### config.mk
export PLATFORM = sky130hd
export DESIGN_NAME = div_arbiter
export DESIGN_NICKNAME = d
export VERILOG_FILES = /design/src/rtl/div_arbiter.sv
export SDC_FILE = /design/constraint.sdc
export NUM_CORES = 1
export LEC_CHECK = 0
export BUFFER_PORTS_ARGS = -buffer_cell sky130_fd_sc_hd__buf_4
export CAP_MARGIN = 20
export CORE_ASPECT_RATIO = 0.5
export CORE_MARGIN = 8
export CORE_UTILIZATION = 40
export CTS_CLUSTER_SIZE = 10
export DETAILED_ROUTE_END_ITERATION = 7
export MAX_ROUTING_LAYER = met4
export PLACE_DENSITY = 0.71
export RECOVER_POWER = 25
export SLEW_MARGIN = 20
export SYNTH_ARGS = -nofsm -noshare
export SYNTH_HDL_FRONTEND = slang
export SYNTH_SLANG_ARGS = --single-unit
### constraint.sdc
create_clock -name clk -period 3.7 [get_ports clk]
set_input_delay 0.74 -clock clk [delete_from_list [all_inputs] [get_ports clk]]
set_output_delay 0.74 -clock clk [all_outputs]
set_load 0.05 [all_outputs]
### src/rtl/div_arbiter.sv
// Round-robin arbiter that shares one iterative start/done divider among LANES
// requesters, with local divide-by-zero handling and a watchdog on the divider.
module div_arbiter #(
    parameter int N       = 8,
    parameter int LANES   = 4,
    parameter int TIMEOUT = 2 * N + 8
) (
    input  logic               clk,
    input  logic               reset,
    input  logic [LANES-1:0]   req_valid,
    output logic [LANES-1:0]   req_ready,
    input  logic [LANES*N-1:0] req_dividend,
    input  logic [LANES*N-1:0] req_divisor,
    output logic [LANES-1:0]   rsp_valid,
    input  logic [LANES-1:0]   rsp_ready,
    output logic [N-1:0]       rsp_result,
    output logic [1:0]         rsp_status,
    output logic               busy,
    output logic               div_start,
    output logic [N-1:0]       div_dividend,
    output logic [N-1:0]       div_divisor,
    input  logic [N-1:0]       div_result,
    input  logic               div_done
);

    localparam int LW = $clog2(LANES);
    localparam int WW = $clog2(TIMEOUT + 1);

    localparam logic [1:0] ST_OK = 2'b00;
    localparam logic [1:0] ST_DZ = 2'b01;
    localparam logic [1:0] ST_TO = 2'b10;

    typedef enum logic [1:0] {
        S_IDLE  = 2'd0,
        S_ISSUE = 2'd1,
        S_WAIT  = 2'd2,
        S_RESP  = 2'd3
    } state_t;

    state_t        state_r, state_s;
    logic [LW-1:0] lane_r, lane_s;
    logic [LW-1:0] rr_ptr_r, rr_ptr_s;
    logic [N-1:0]  dividend_r, dividend_s;
    logic [N-1:0]  divisor_r, divisor_s;
    logic [N-1:0]  result_r, result_s;
    logic [1:0]    status_r, status_s;
    logic [WW-1:0] wdog_r, wdog_s;

    logic          grant_found_s;
    logic [LW-1:0] grant_lane_s;
    logic [LW-1:0] cand_s;
    logic [N-1:0]  grant_dividend_s;
    logic [N-1:0]  grant_divisor_s;

    // Lane index arithmetic modulo LANES (LANES need not be a power of two).
    function automatic logic [LW-1:0] lane_add(input logic [LW-1:0] base, input int off);
        int sum;
        sum = int'(base) + off;
        if (sum >= LANES) begin
            sum = sum - LANES;
        end else begin
            sum = sum;
        end
        return LW'(sum);
    endfunction

    // Round-robin search starting at the pointer, wrapping past the last lane.
    always_comb begin
        grant_found_s = 1'b0;
        grant_lane_s  = {LW{1'b0}};
        cand_s        = {LW{1'b0}};
        for (int i = 0; i < LANES; i++) begin
            cand_s = lane_add(rr_ptr_r, i);
            if (!grant_found_s && req_valid[cand_s]) begin
                grant_found_s = 1'b1;
                grant_lane_s  = cand_s;
            end else begin
                grant_found_s = grant_found_s;
            end
        end
        grant_dividend_s = req_dividend[grant_lane_s*N +: N];
        grant_divisor_s  = req_divisor[grant_lane_s*N +: N];
    end

    // Grant is combinational but gated by reset so nothing is accepted while held in reset.
    always_comb begin
        req_ready = {LANES{1'b0}};
        if (reset && (state_r == S_IDLE) && grant_found_s) begin
            req_ready[grant_lane_s] = 1'b1;
        end else begin
            req_ready = {LANES{1'b0}};
        end
    end

    // Response flag decoded from registered state and lane id.
    always_comb begin
        rsp_valid = {LANES{1'b0}};
        if (state_r == S_RESP) begin
            rsp_valid[lane_r] = 1'b1;
        end else begin
            rsp_valid = {LANES{1'b0}};
        end
    end

    assign busy         = (state_r != S_IDLE);
    assign div_start    = (state_r == S_ISSUE);
    assign div_dividend = dividend_r;
    assign div_divisor  = divisor_r;
    assign rsp_result   = result_r;
    assign rsp_status   = status_r;

    // Next-state and datapath update for the job FSM.
    always_comb begin
        state_s    = state_r;
        lane_s     = lane_r;
        rr_ptr_s   = rr_ptr_r;
        dividend_s = dividend_r;
        divisor_s  = divisor_r;
        result_s   = result_r;
        status_s   = status_r;
        wdog_s     = wdog_r;
        case (state_r)
            S_IDLE: begin
                if (grant_found_s) begin
                    lane_s     = grant_lane_s;
                    dividend_s = grant_dividend_s;
                    divisor_s  = grant_divisor_s;
                    if (grant_divisor_s == {N{1'b0}}) begin
                        result_s = {N{1'b1}};
                        status_s = ST_DZ;
                        state_s  = S_RESP;
                    end else begin
                        state_s  = S_ISSUE;
                    end
                end else begin
                    state_s = S_IDLE;
                end
            end
            S_ISSUE: begin
                wdog_s  = {WW{1'b0}};
                state_s = S_WAIT;
            end
            S_WAIT: begin
                if (div_done) begin
                    result_s = div_result;
                    status_s = ST_OK;
                    state_s  = S_RESP;
                end else if (wdog_r == WW'(TIMEOUT - 1)) begin
                    result_s = {N{1'b1}};
                    status_s = ST_TO;
                    state_s  = S_RESP;
                end else begin
                    wdog_s   = wdog_r + WW'(1);
                end
            end
            S_RESP: begin
                // Only the granted lane's rsp_ready completes the handshake.
                if (rsp_ready[lane_r]) begin
                    rr_ptr_s = lane_add(lane_r, 1);
                    state_s  = S_IDLE;
                end else begin
                    state_s  = S_RESP;
                end
            end
            default: begin
                state_s = S_IDLE;
            end
        endcase
    end

    // State and datapath registers with asynchronous active-low reset.
    always_ff @(posedge clk or negedge reset) begin
        if (!reset) begin
            state_r    <= S_IDLE;
            lane_r     <= {LW{1'b0}};
            rr_ptr_r   <= {LW{1'b0}};
            dividend_r <= {N{1'b0}};
            divisor_r  <= {N{1'b0}};
            result_r   <= {N{1'b0}};
            status_r   <= 2'b00;
            wdog_r     <= {WW{1'b0}};
        end else begin
            state_r    <= state_s;
            lane_r     <= lane_s;
            rr_ptr_r   <= rr_ptr_s;
            dividend_r <= dividend_s;
            divisor_r  <= divisor_s;
            result_r   <= result_s;
            status_r   <= status_s;
            wdog_r     <= wdog_s;
        end
    end

endmodule

# Word-level counts from Yosys, hierarchy flattened
# Cells that the tools add are included.
# Widths: inputs -> output; s select.
totals:
  regBits: 37
  elab_cells: 109
classes:
  add_sub_neg: 10
  n_lt_le_gt_ge: 13
  n_eq_ne: 9
  shift: 2
  n_mux: 48
  n_reduce_logical: 19
op_table:
  columns: ["op", "count"]
  rows:
  - ["$shiftx 32x6->8", 2]
  - ["$mux 2", 18]
  - ["$mux 8", 4]
  - ["$lt 2x3->1 const B", 6]
  - ["$pmux 8 s2", 1]
  - ["$ge 3x3->1 const B", 4]
  - ["$mux 1", 11]
  - ["$bmux 1 s2", 5]
  - ["$mux 5", 2]
  - ["$pmux 5 s2", 1]
  - ["$sub 2x1->2 const B", 5]
  - ["$logic_not 8->1", 1]
  - ["$mux 4", 2]
  - ["$pmux 2 s4", 1]
  - ["$logic_and 1x1->1", 7]
  - ["$add 2x1->3 const B", 2]
  - ["$add 2x2->3 const B", 2]
  - ["$ne 2x2->1 const B", 3]
  - ["$reduce_bool 2->1", 3]
  - ["$add 5x1->5 const B", 1]
  - ["$eq 5x5->1 const B", 1]
  - ["$demux 1 s2", 2]
  - ["$eq 2x2->1 const B", 2]
  - ["$ge 2x1->1 const B", 2]
  - ["other kinds (10)", 13]

# Logic depth before layout (Yosys ltp)
# Gate-level depths: netlist of the first run.
depth:
  word_depth: 19
  ltp_mapped: 12

# Worst setup path after synthesis of the first run
# OpenSTA, ideal clock, no wires.
synth_path:
  path_type: "input port to output port"
  startpoint: "input port req_valid[0]"
  endpoint: "output port req_ready[2]"
  arrival_time_ps: 3177
  required_ps: 2960
  setup_slack_ps: -217
  cell_stages: 9
  n_path_buf: 5
  cell_sequence: "and2_1 > a22o_1 > buf_6 > or2_1 > buf_6 > buf_6 > clkbuf_1 > clkbuf_1 > nor3_1"
synth_via:
  elab_chain_len: 17
  word_cells_on_any_way: 29
  classes_between: "order compare: 2; mux: 19; reduce/logical: 8"
synth_lines:
  columns: ["item", "line_no", "source"]
  rows:
  - ["start, declared", "10", "input logic [LANES-1:0] req_valid,"]
  - ["$bmux 1 s2", "74", "if (!grant_found_s && req_valid[cand_s]) begin"]
  - ["$mux 1 (implied by the code)", "74", null]
  - ["$mux 1", "74", null]
  - ["$logic_not 1->1", "74", null]
  - ["$logic_and 1x1->1", "74", null]
  - ["$mux 1", "74", null]
  - ["$logic_not 1->1", "74", null]
  - ["$logic_and 1x1->1", "74", null]
  - ["$mux 1", "74", null]
  - ["$logic_not 1->1", "74", null]
  - ["$logic_and 1x1->1", "74", null]
  - ["$mux 2", "74", null]
  - ["$lt 2x3->1 (implied by the code) / $ge 2x1->1 (equally long branches)", "89", "req_ready[grant_lane_s] = 1'b1;"]
  - ["$logic_and 1x1->1 (implied by the code)", "89", null]
  - ["$mux 1 (implied by the code)", "89", null]
  - ["$demux 1 s2", "89", null]
  - ["$mux 4 *", "88", "if (reset && (state_r == S_IDLE) && grant_found_s) begin"]
  - ["end, declared", "11", "output logic [LANES-1:0] req_ready,"]
# Every way passes the cells marked *; elsewhere a longest branch is shown, timed or not. The select of a mux whose other input is x is not followed.

# Final worst setup path of the first run
layout_path:
  startpoint: "input port req_valid[0]"
  endpoint: "register result_r[2], in the netlist rsp_result[2]"
layout_via:
  elab_chain_len: 16
  word_cells_on_any_way: 27
  classes_between: "eq/ne: 2; shift: 1; mux: 16; reduce/logical: 8"
layout_lines:
  columns: ["item", "line_no", "source"]
  rows:
  - ["$bmux 1 s2", "74", null]
  - ["$mux 1 (implied by the code)", "74", null]
  - ["$mux 1", "74", null]
  - ["$logic_not 1->1", "74", null]
  - ["$logic_and 1x1->1", "74", null]
  - ["$mux 1", "74", null]
  - ["$logic_not 1->1", "74", null]
  - ["$logic_and 1x1->1", "74", null]
  - ["$mux 1", "74", null]
  - ["$logic_not 1->1", "74", null]
  - ["$logic_and 1x1->1", "74", null]
  - ["$mux 2", "74", null]
  - ["$shiftx 32x6->8", "82", "grant_divisor_s = req_divisor[grant_lane_s*N +: N];"]
  - ["$logic_not 8->1", "128", "if (grant_divisor_s == {N{1'b0}}) begin"]
  - ["$ne 2x1->1 (no line)", null, null]
  - ["$reduce_and 4->1 (no line) *", null, null]
  - ["end signal, assigned", "179", "result_r <= {N{1'b0}};"]
  - ["end signal, assigned", "188", "result_r <= result_s;"]
  - ["end, declared", "45", "logic [N-1:0] result_r, result_s;"]
# Marked as above.
# A chain may end at the register's enable or synchronous reset.

==> impl_metrics.xml, run 1 <==
<?xml version="1.0" encoding="UTF-8"?>
<metrics>
  <group name="timing">
    <metric name="timing.max_slew.rel_slack" unit="%">-32.6</metric>
    <metric name="finalWorstPathRequiredPeriod" unit="ns">3.36</metric>
    <metric name="final_slew_viol_count" unit="">38</metric>
    <metric name="finClkSkew" unit="ns">0.00498</metric>
    <metric name="setup_total_negative_slack" unit="ns">0</metric>
    <metric name="worst_hold_slack" unit="ns">0.484</metric>
    <metric name="timing.final.crit_share" unit="%">90.9</metric>
    <metric name="timing_worst_slew_pin_value" unit="ns">1.99</metric>
    <metric name="rsz_0062_raised_after_global_routing" unit="">no</metric>
    <metric name="setup_ws" unit="ns">0.337</metric>
    <metric name="final-setup-viol-count" unit="">0</metric>
    <metric name="finalHoldViolations" unit="">0</metric>
    <metric name="highest_attainable_clock_frequency" unit="MHz">297</metric>
  </group>
  <group name="layout">
    <metric name="design.final.nets" unit="">502</metric>
    <metric name="final_core_utilization" unit="%">59.0</metric>
    <metric name="antenna-diode-count" unit="">0</metric>
    <metric name="synthToLayoutAreaGrowth" unit="%">44.9</metric>
    <metric name="fraction_of_layout_cells_with_a_size_suffix_above_1" unit="%">34.1</metric>
  </group>
  <group name="setup_path">
    <metric name="timing.rr.start" unit="">rr_ptr_r[0]</metric>
    <metric name="critical_path_required" unit="ns">3.90</metric>
    <metric name="cp-end-kind" unit="">flip-flop</metric>
    <metric name="worst-r2r-cell-count" unit="">9</metric>
    <metric name="path_delay_family" unit="">simple AND/OR/NAND/NOR gates</metric>
    <metric name="worst-setup-path-type" unit="">primary input to flip-flop</metric>
    <metric name="critPathArrivalTime" unit="ns">3.56</metric>
    <metric name="timing.reg2reg.setup_slack" unit="ns">0.43</metric>
    <metric name="worstReg2RegEnd" unit="">rsp_result[2]</metric>
    <metric name="cpMaxStageDelayCell" unit="">or4_4</metric>
    <metric name="total_buffers_and_inverters_traversed_by_the_critical_path" unit="">2</metric>
    <metric name="critPathMostFrequentCell" unit="">buf_4</metric>
    <metric name="crit_path_max_incr_delay" unit="ns">0.59</metric>
    <metric name="worstPathCellList" unit="">buf_4, and2_1, a22o_1, or2_1, a211oi_1, o22ai_1, or4_4, a221oi_2, buf_4, mux2i_1</metric>
    <metric name="crit_fanout" unit="">17</metric>
    <metric name="startpoint_kind_of_the_worst_setup_timing_path" unit="">primary input</metric>
  </group>
  <group name="global_routing">
    <metric name="overflow" unit="">0</metric>
    <metric name="grt.total_usage" unit="%">17.1</metric>
    <metric name="first_global_vias" unit="">2624</metric>
    <metric name="initial_antenna_violation_count" unit="">0</metric>
    <metric name="global_route_wire_length_before_repair" unit="mm">12.4</metric>
    <metric name="grt_max_degree" unit="">39</metric>
  </group>
  <group name="place">
    <metric name="dpl_worst_slack" unit="ns">0.0618</metric>
    <metric name="hpwl" unit="mm">6.07</metric>
    <metric name="port-buffer-count" unit="">118</metric>
    <metric name="placer_congestion_estimate" unit="">0.852</metric>
  </group>
  <group name="floorplan">
    <metric name="initial_core_util" unit="%">40.7</metric>
    <metric name="ioPinCount" unit="">119</metric>
    <metric name="die-width" unit="um">126</metric>
    <metric name="row_count" unit="">20</metric>
    <metric name="placeableCoreArea" unit="um2">5980</metric>
    <metric name="design.die.area" unit="um2">8990</metric>
    <metric name="die_height" unit="um">71.2</metric>
  </group>
  <group name="route">
    <metric name="wirelength_per_cell" unit="um">15.6</metric>
    <metric name="detailedRoute.firstPassIterationCount" unit="">4</metric>
    <metric name="drt_iter0_markers" unit="">180</metric>
    <metric name="wirelength" unit="mm">7.57</metric>
    <metric name="top_layer_used" unit="">met4</metric>
    <metric name="route.antenna.remaining_nets" unit="">0</metric>
    <metric name="route.vias.total" unit="">2518</metric>
    <metric name="wl_met1" unit="mm">3.25</metric>
    <metric name="post-route-drc-count" unit="">0</metric>
    <metric name="dr_wl_met3" unit="um">245</metric>
    <metric name="met2_wirelength" unit="mm">4.00</metric>
    <metric name="viasPerCell" unit="">5.19</metric>
  </group>
  <group name="hold_path">
    <metric name="worst_hold_path.endpoint" unit="">div_dividend[3]</metric>
    <metric name="hold_class" unit="">flip-flop to flip-flop</metric>
    <metric name="whs_path_depth" unit="">2</metric>
    <metric name="hold_path.startpoint" unit="">div_dividend[3]</metric>
  </group>
  <group name="synth">
    <metric name="edff_count_synth" unit="">0</metric>
    <metric name="yosysMostFrequentCell" unit="">nand2_1</metric>
    <metric name="synthDominantCellAreaShare" unit="%">38.0</metric>
    <metric name="netlist_top_cells_count" unit="">nand2_1 (70), dfrtp_1 (37), nand3_1 (19)</metric>
    <metric name="synth.net_count" unit="">385</metric>
    <metric name="postSynthCellCount" unit="">292</metric>
    <metric name="netlist_area" unit="um2">2430</metric>
    <metric name="ys_async_sr_fraction" unit="%">100</metric>
    <metric name="synth_warnings" unit="">0</metric>
    <metric name="syn_avg_cell_area" unit="um2">8.33</metric>
    <metric name="synth-seq-area-share" unit="%">38.0</metric>
    <metric name="synth_seq_cells" unit="">37</metric>
    <metric name="post_synth_main_area_contributors" unit="">dfrtp_1 (38%), nand2_1 (11%), nor3b_1 (5.2%)</metric>
    <metric name="yosysTopAreaCell" unit="">dfrtp_1</metric>
    <metric name="dominantRegCellSynth" unit="">dfrtp_1</metric>
    <metric name="number_of_distinct_library_cells_after_synthesis" unit="">37</metric>
  </group>
  <group name="run_status">
    <metric name="run_status" unit="">finished, violations left</metric>
    <metric name="failed_checks" unit="">capacitance limit, slew limit</metric>
  </group>
  <group name="clock_network">
    <metric name="post_cts_hold_buffer_count" unit="">0</metric>
    <metric name="clock_sink_count" unit="">37</metric>
    <metric name="htree_levels" unit="">2</metric>
    <metric name="post_cts_setup_repair_buffer_count" unit="">0</metric>
    <metric name="cts-buffers-inserted" unit="">5</metric>
    <metric name="clock_latency_late_sink" unit="ns">0.28</metric>
    <metric name="cts_root_buf" unit="">clkbuf_16</metric>
    <metric name="clkTransAtPathRegs" unit="ns">0.06</metric>
    <metric name="ctsLongestPathBuffers" unit="">2</metric>
    <metric name="clock_tree_from_tritoncts" unit="">yes</metric>
    <metric name="cts_repair_resize_count" unit="">0</metric>
  </group>
  <group name="power_and_ir_drop">
    <metric name="vdd_drop_max" unit="uV">313</metric>
    <metric name="total_power" unit="mW">3.01</metric>
    <metric name="cellPowerDensity" unit="nW/um2">854</metric>
    <metric name="power.static_leakage" unit="nW">1.77</metric>
  </group>
  <group name="job">
    <metric name="drv.max_cap_violation_count" unit="">1</metric>
  </group>
</metrics>
[layer usage]
metal | GRT usage (%) | vias up
li1 | - | 1252
met1 | 19.2 | 1205
met2 | 30.6 | 53
met3 | 3.22 | 8
met4 | 4.76 | 0
met5 | - | -
[power breakdown]
part	internal, mW	total, mW	switching (mW)
logic	0.641	1.91	1.27
clock network	0.240	0.393	0.153
registers	0.583	0.707	0.124
total	1.46	3.01	1.55
[cell type report]
| type | count | area, um2 |
|---|---|---|
| tap | 77 | 96.3 |
| inverter | 16 | 60.1 |
| clock buffer | 5 | 125 |
| sequential | 37 | 926 |
| multi-input combinational | 222 | 1360 |
| clock inverter | 1 | 5.00 |
| fill | 551 | 2450 |
| timing repair buffer | 127 | 950 |
[worst reg2reg max path, stage by stage, from the launching register on]
cell	delay (ns)
dfrtp_1	0.44
and2_1	0.19
a22o_1	0.21
or2_1	0.44
a211oi_1	0.41
o22ai_1	0.15
or4_4	0.59
a221oi_2	0.31
buf_4	0.25
mux2i_1	0.21
[state kept, by name, indices dropped and copies added, names as in the netlist]
signal / count
div_dividend: 8
div_divisor: 8
rsp_result: 8
wdog_r: 5
lane_r: 2
rr_ptr_r: 2
rsp_status: 2
state_r: 2
[placed cells by master, fill, tap and decap left out, types with 2 or more instances in the layout]
master	Yosys	layout
nor2b_1	5	5
a211oi_1	16	16
clkbuf_16	0	5
buf_4	0	125
ha_1	10	10
dfrtp_1	37	37
o21ai_0	15	15
nor3b_1	17	17
inv_1	16	16
a21oi_1	3	3
and2_1	6	6
nor3_2	0	2
mux2i_1	8	8
nand2b_1	2	2
nand3_1	19	19
a21o_1	3	3
nand2_1	70	70
a22o_1	3	3
nor3_1	6	4
nor2_1	11	11
o31ai_1	8	8
o22ai_1	4	4
[logic make-up (layout without fill, tap and decap cells)]
kind of cell               count (synthesis)  after routing  synth area share (%)
adders and majority gates                 10             10                  5.14
AOI/OAI and AO/OA                         60             60                  17.2
buffers and inverters                     33            149                  6.32
and+or+nand+nor                          141            141                  28.0
muxes                                     11             11                  5.30
DFF                                       37             37                  38.0
[worst max-delay path by stage]
stage,start,to,slack (ns),depth (start not counted)
2_1_floorplan,req_valid[0],req_ready[2],-0.22,9
3_3_place_gp,req_valid[0],rsp_result[4],0.18,10
3_5_place_dp,req_valid[0],rsp_result[4],0.06,10
4_1_cts,req_valid[0],rsp_result[3],0.33,10
5_1_grt,req_valid[0],rsp_result[6],0.08,10
6_report,req_valid[0],rsp_result[2],0.34,10
[per-stage QoR]
step / std cells / instance area [um2]
after floorplan: 292 / 2440
after global placement: 479 / 3400
after detailed placement: 479 / 3400
after CTS: 485 / 3530
after global routing: 485 / 3530
final: 485 / 3530
Power figures use the tool's default switching activity.
==> run 2, diff against run 1 <==
CELL_PAD_IN_SITES_DETAIL_PLACEMENT = 0   (was not set)
CELL_PAD_IN_SITES_GLOBAL_PLACEMENT = 1   (was not set)
CORE_UTILIZATION = 33   (was 40)
PLACE_DENSITY = not set   (was 0.71)
PLACE_DENSITY_LB_ADDON = 0.1   (was not set)
SKIP_LAST_GASP = 1   (was not set)
==> run 2 against run 1 <==
The run still ends with capacitance limit, slew limit left. Combinational power hardly changed. Critical path depth stayed put. Power is 2.4% higher. Non-clock buffer count is 1 higher. First-iteration DRC count is 41% lower. Via count is 0.71% lower. Count of clock-buffer cells in the layout is 2 higher.
==> impl_metrics.xml, run 2 (same netlist as run 1, synthesis figures left out) <==
<?xml version="1.0" encoding="UTF-8"?>
<metrics>
  <group name="run_status">
    <metric name="run_status" unit="">finished, violations left</metric>
    <metric name="failed_checks" unit="">capacitance limit, slew limit</metric>
  </group>
  <group name="setup_path">
    <metric name="critPathArrivalTime" unit="ns">3.65</metric>
    <metric name="worst-setup-path-type" unit="">primary input to flip-flop</metric>
    <metric name="crit_fanout" unit="">20</metric>
    <metric name="worst-r2r-cell-count" unit="">9</metric>
    <metric name="timing.rr.start" unit="">rr_ptr_r[1]</metric>
    <metric name="worstReg2RegEnd" unit="">rsp_result[5]</metric>
    <metric name="critical_path_required" unit="ns">3.90</metric>
    <metric name="cp-end-kind" unit="">flip-flop</metric>
    <metric name="timing.reg2reg.setup_slack" unit="ns">0.33</metric>
    <metric name="startpoint_kind_of_the_worst_setup_timing_path" unit="">primary input</metric>
  </group>
  <group name="timing">
    <metric name="worst_hold_slack" unit="ns">0.486</metric>
    <metric name="setup_total_negative_slack" unit="ns">0</metric>
    <metric name="timing.final.crit_share" unit="%">93.4</metric>
    <metric name="finalHoldViolations" unit="">0</metric>
    <metric name="timing_worst_slew_pin_value" unit="ns">2.01</metric>
    <metric name="final_slew_viol_count" unit="">38</metric>
    <metric name="finalWorstPathRequiredPeriod" unit="ns">3.45</metric>
    <metric name="setup_ws" unit="ns">0.245</metric>
    <metric name="final-setup-viol-count" unit="">0</metric>
    <metric name="timing.max_slew.rel_slack" unit="%">-34.3</metric>
    <metric name="rsz_0062_raised_after_global_routing" unit="">no</metric>
    <metric name="finClkSkew" unit="ns">0.00580</metric>
    <metric name="highest_attainable_clock_frequency" unit="MHz">289</metric>
  </group>
  <group name="power_and_ir_drop">
    <metric name="power.clock.fraction" unit="%">14.4</metric>
    <metric name="combinationalPowerShare" unit="%">62.3</metric>
    <metric name="power.static_leakage" unit="nW">1.79</metric>
    <metric name="total_switching_power" unit="mW">1.57</metric>
    <metric name="cellPowerDensity" unit="nW/um2">861</metric>
    <metric name="cell_internal_pwr" unit="mW">1.51</metric>
    <metric name="vdd_drop_max" unit="uV">306</metric>
    <metric name="share_of_power_burned_in_registers" unit="%">23.3</metric>
    <metric name="sw_share" unit="%">50.9</metric>
    <metric name="total_power" unit="mW">3.08</metric>
  </group>
  <group name="layout">
    <metric name="final_cell_mix" unit="">buf_4 (126), nand2_1 (70), dfrtp_1 (37)</metric>
    <metric name="final_core_utilization" unit="%">49.5</metric>
    <metric name="synthToLayoutAreaGrowth" unit="%">47.1</metric>
    <metric name="antenna-diode-count" unit="">0</metric>
    <metric name="fraction_of_layout_cells_with_a_size_suffix_above_1" unit="%">34.3</metric>
    <metric name="layout.cell_area.non_filler" unit="um2">3580</metric>
    <metric name="instances_no_fill" unit="">507</metric>
    <metric name="register_area" unit="um2">926</metric>
    <metric name="design.final.nets" unit="">503</metric>
    <metric name="mostFrequentLayoutCell" unit="">buf_4</metric>
    <metric name="multi_input_comb_area" unit="um2">1360</metric>
    <metric name="final.fill_count" unit="">715</metric>
  </group>
  <group name="floorplan">
    <metric name="ioPinCount" unit="">119</metric>
    <metric name="placeableCoreArea" unit="um2">7240</metric>
    <metric name="die-width" unit="um">137</metric>
    <metric name="design.die.area" unit="um2">10500</metric>
    <metric name="die_height" unit="um">76.7</metric>
    <metric name="initial_core_util" unit="%">33.6</metric>
    <metric name="row_count" unit="">22</metric>
  </group>
  <group name="clock_network">
    <metric name="post_cts_setup_repair_buffer_count" unit="">0</metric>
    <metric name="ctsLongestPathBuffers" unit="">2</metric>
    <metric name="clock_tree_from_tritoncts" unit="">yes</metric>
    <metric name="post_cts_hold_buffer_count" unit="">0</metric>
    <metric name="clock_sink_count" unit="">37</metric>
    <metric name="clkTransAtPathRegs" unit="ns">0.06</metric>
    <metric name="clock_latency_late_sink" unit="ns">0.28</metric>
    <metric name="htree_levels" unit="">2</metric>
    <metric name="cts_repair_resize_count" unit="">0</metric>
    <metric name="cts_root_buf" unit="">clkbuf_16</metric>
    <metric name="cts-buffers-inserted" unit="">5</metric>
  </group>
  <group name="hold_path">
    <metric name="hold_path.startpoint" unit="">div_dividend[0]</metric>
    <metric name="whs_path_depth" unit="">2</metric>
    <metric name="worst_hold_path.endpoint" unit="">div_dividend[0]</metric>
    <metric name="hold_class" unit="">flip-flop to flip-flop</metric>
  </group>
  <group name="place">
    <metric name="hpwl" unit="mm">6.38</metric>
    <metric name="dpl_worst_slack" unit="ns">-0.0247</metric>
    <metric name="placer_congestion_estimate" unit="">0.772</metric>
    <metric name="port-buffer-count" unit="">118</metric>
    <metric name="place.detailed.instances" unit="">499</metric>
    <metric name="postPlaceCellArea" unit="um2">3430</metric>
  </group>
  <group name="route">
    <metric name="route.vias.total" unit="">2500</metric>
    <metric name="wirelength_per_cell" unit="um">15.5</metric>
    <metric name="route.antenna.remaining_nets" unit="">0</metric>
    <metric name="wirelength" unit="mm">7.88</metric>
    <metric name="viasPerCell" unit="">4.93</metric>
    <metric name="drt_iter0_markers" unit="">107</metric>
    <metric name="detailedRoute.firstPassIterationCount" unit="">4</metric>
    <metric name="post-route-drc-count" unit="">0</metric>
  </group>
  <group name="global_routing">
    <metric name="grt.total_usage" unit="%">14.9</metric>
    <metric name="global_route_wire_length_before_repair" unit="mm">12.6</metric>
    <metric name="initial_antenna_violation_count" unit="">0</metric>
    <metric name="overflow" unit="">0</metric>
    <metric name="grt_max_degree" unit="">39</metric>
    <metric name="first_global_vias" unit="">2659</metric>
  </group>
  <group name="job">
    <metric name="drv.max_cap_violation_count" unit="">1</metric>
  </group>
</metrics>
-- run 2: cell type report --
class                      instances  area share, %
tap                               96           3.35
sequential                        37           25.9
inverter                          16           1.68
clock inverter                     1          0.140
clock buffer                       7           4.26
timing repair buffer             128           26.6
multi-input combinational        222           38.1
-- run 2: critical path, stage by stage --
cell and delay (ns):
buf_4 0.12, and2_1 0.13, a22o_1 0.22, or2_1 0.49, a211oi_1 0.43, o22ai_1 0.15, or4_4 0.58, a221oi_2 0.33
buf_4 0.26, mux2i_1 0.20
-- run 2: per-layer routing --
| layer | GRT usage (%) | vias up | part of all wire [%] |
|---|---|---|---|
| met4 | 2.37 | 0 | 0.70 |
| met1 | 18.0 | 1166 | 44 |
| met2 | 25.0 | 70 | 49 |
| met3 | 3.77 | 6 | 5.8 |
| li1 | - | 1258 | - |
| met5 | - | - | 0 |
-- run 2: how the worst max path moves through the flow --
stage | slack [ns] | cells past startpoint | to | start
5_1_grt | 0.07 | 10 | rsp_result[2] | req_valid[0]
3_5_place_dp | -0.02 | 10 | rsp_result[1] | req_valid[0]
4_1_cts | 0.26 | 10 | rsp_result[1] | req_valid[0]
3_3_place_gp | 0.14 | 10 | rsp_result[4] | req_valid[0]
6_report | 0.25 | 10 | rsp_result[5] | req_valid[0]
2_1_floorplan | -0.22 | 9 | req_ready[2] | req_valid[0]
-- run 2: power groups by stage --
| stage | clock (mW) | combinational [mW] | sequential [mW] |
|---|---|---|---|
| after detailed placement | 0 | 1.94 | 0.726 |
| final | 0.445 | 1.92 | 0.717 |
| after CTS | 0.453 | 1.94 | 0.720 |
| after global placement | 0 | 1.92 | 0.715 |
| after floorplan | 0 | 0.923 | 1.16 |
| after global routing | 0.474 | 2.09 | 0.743 |
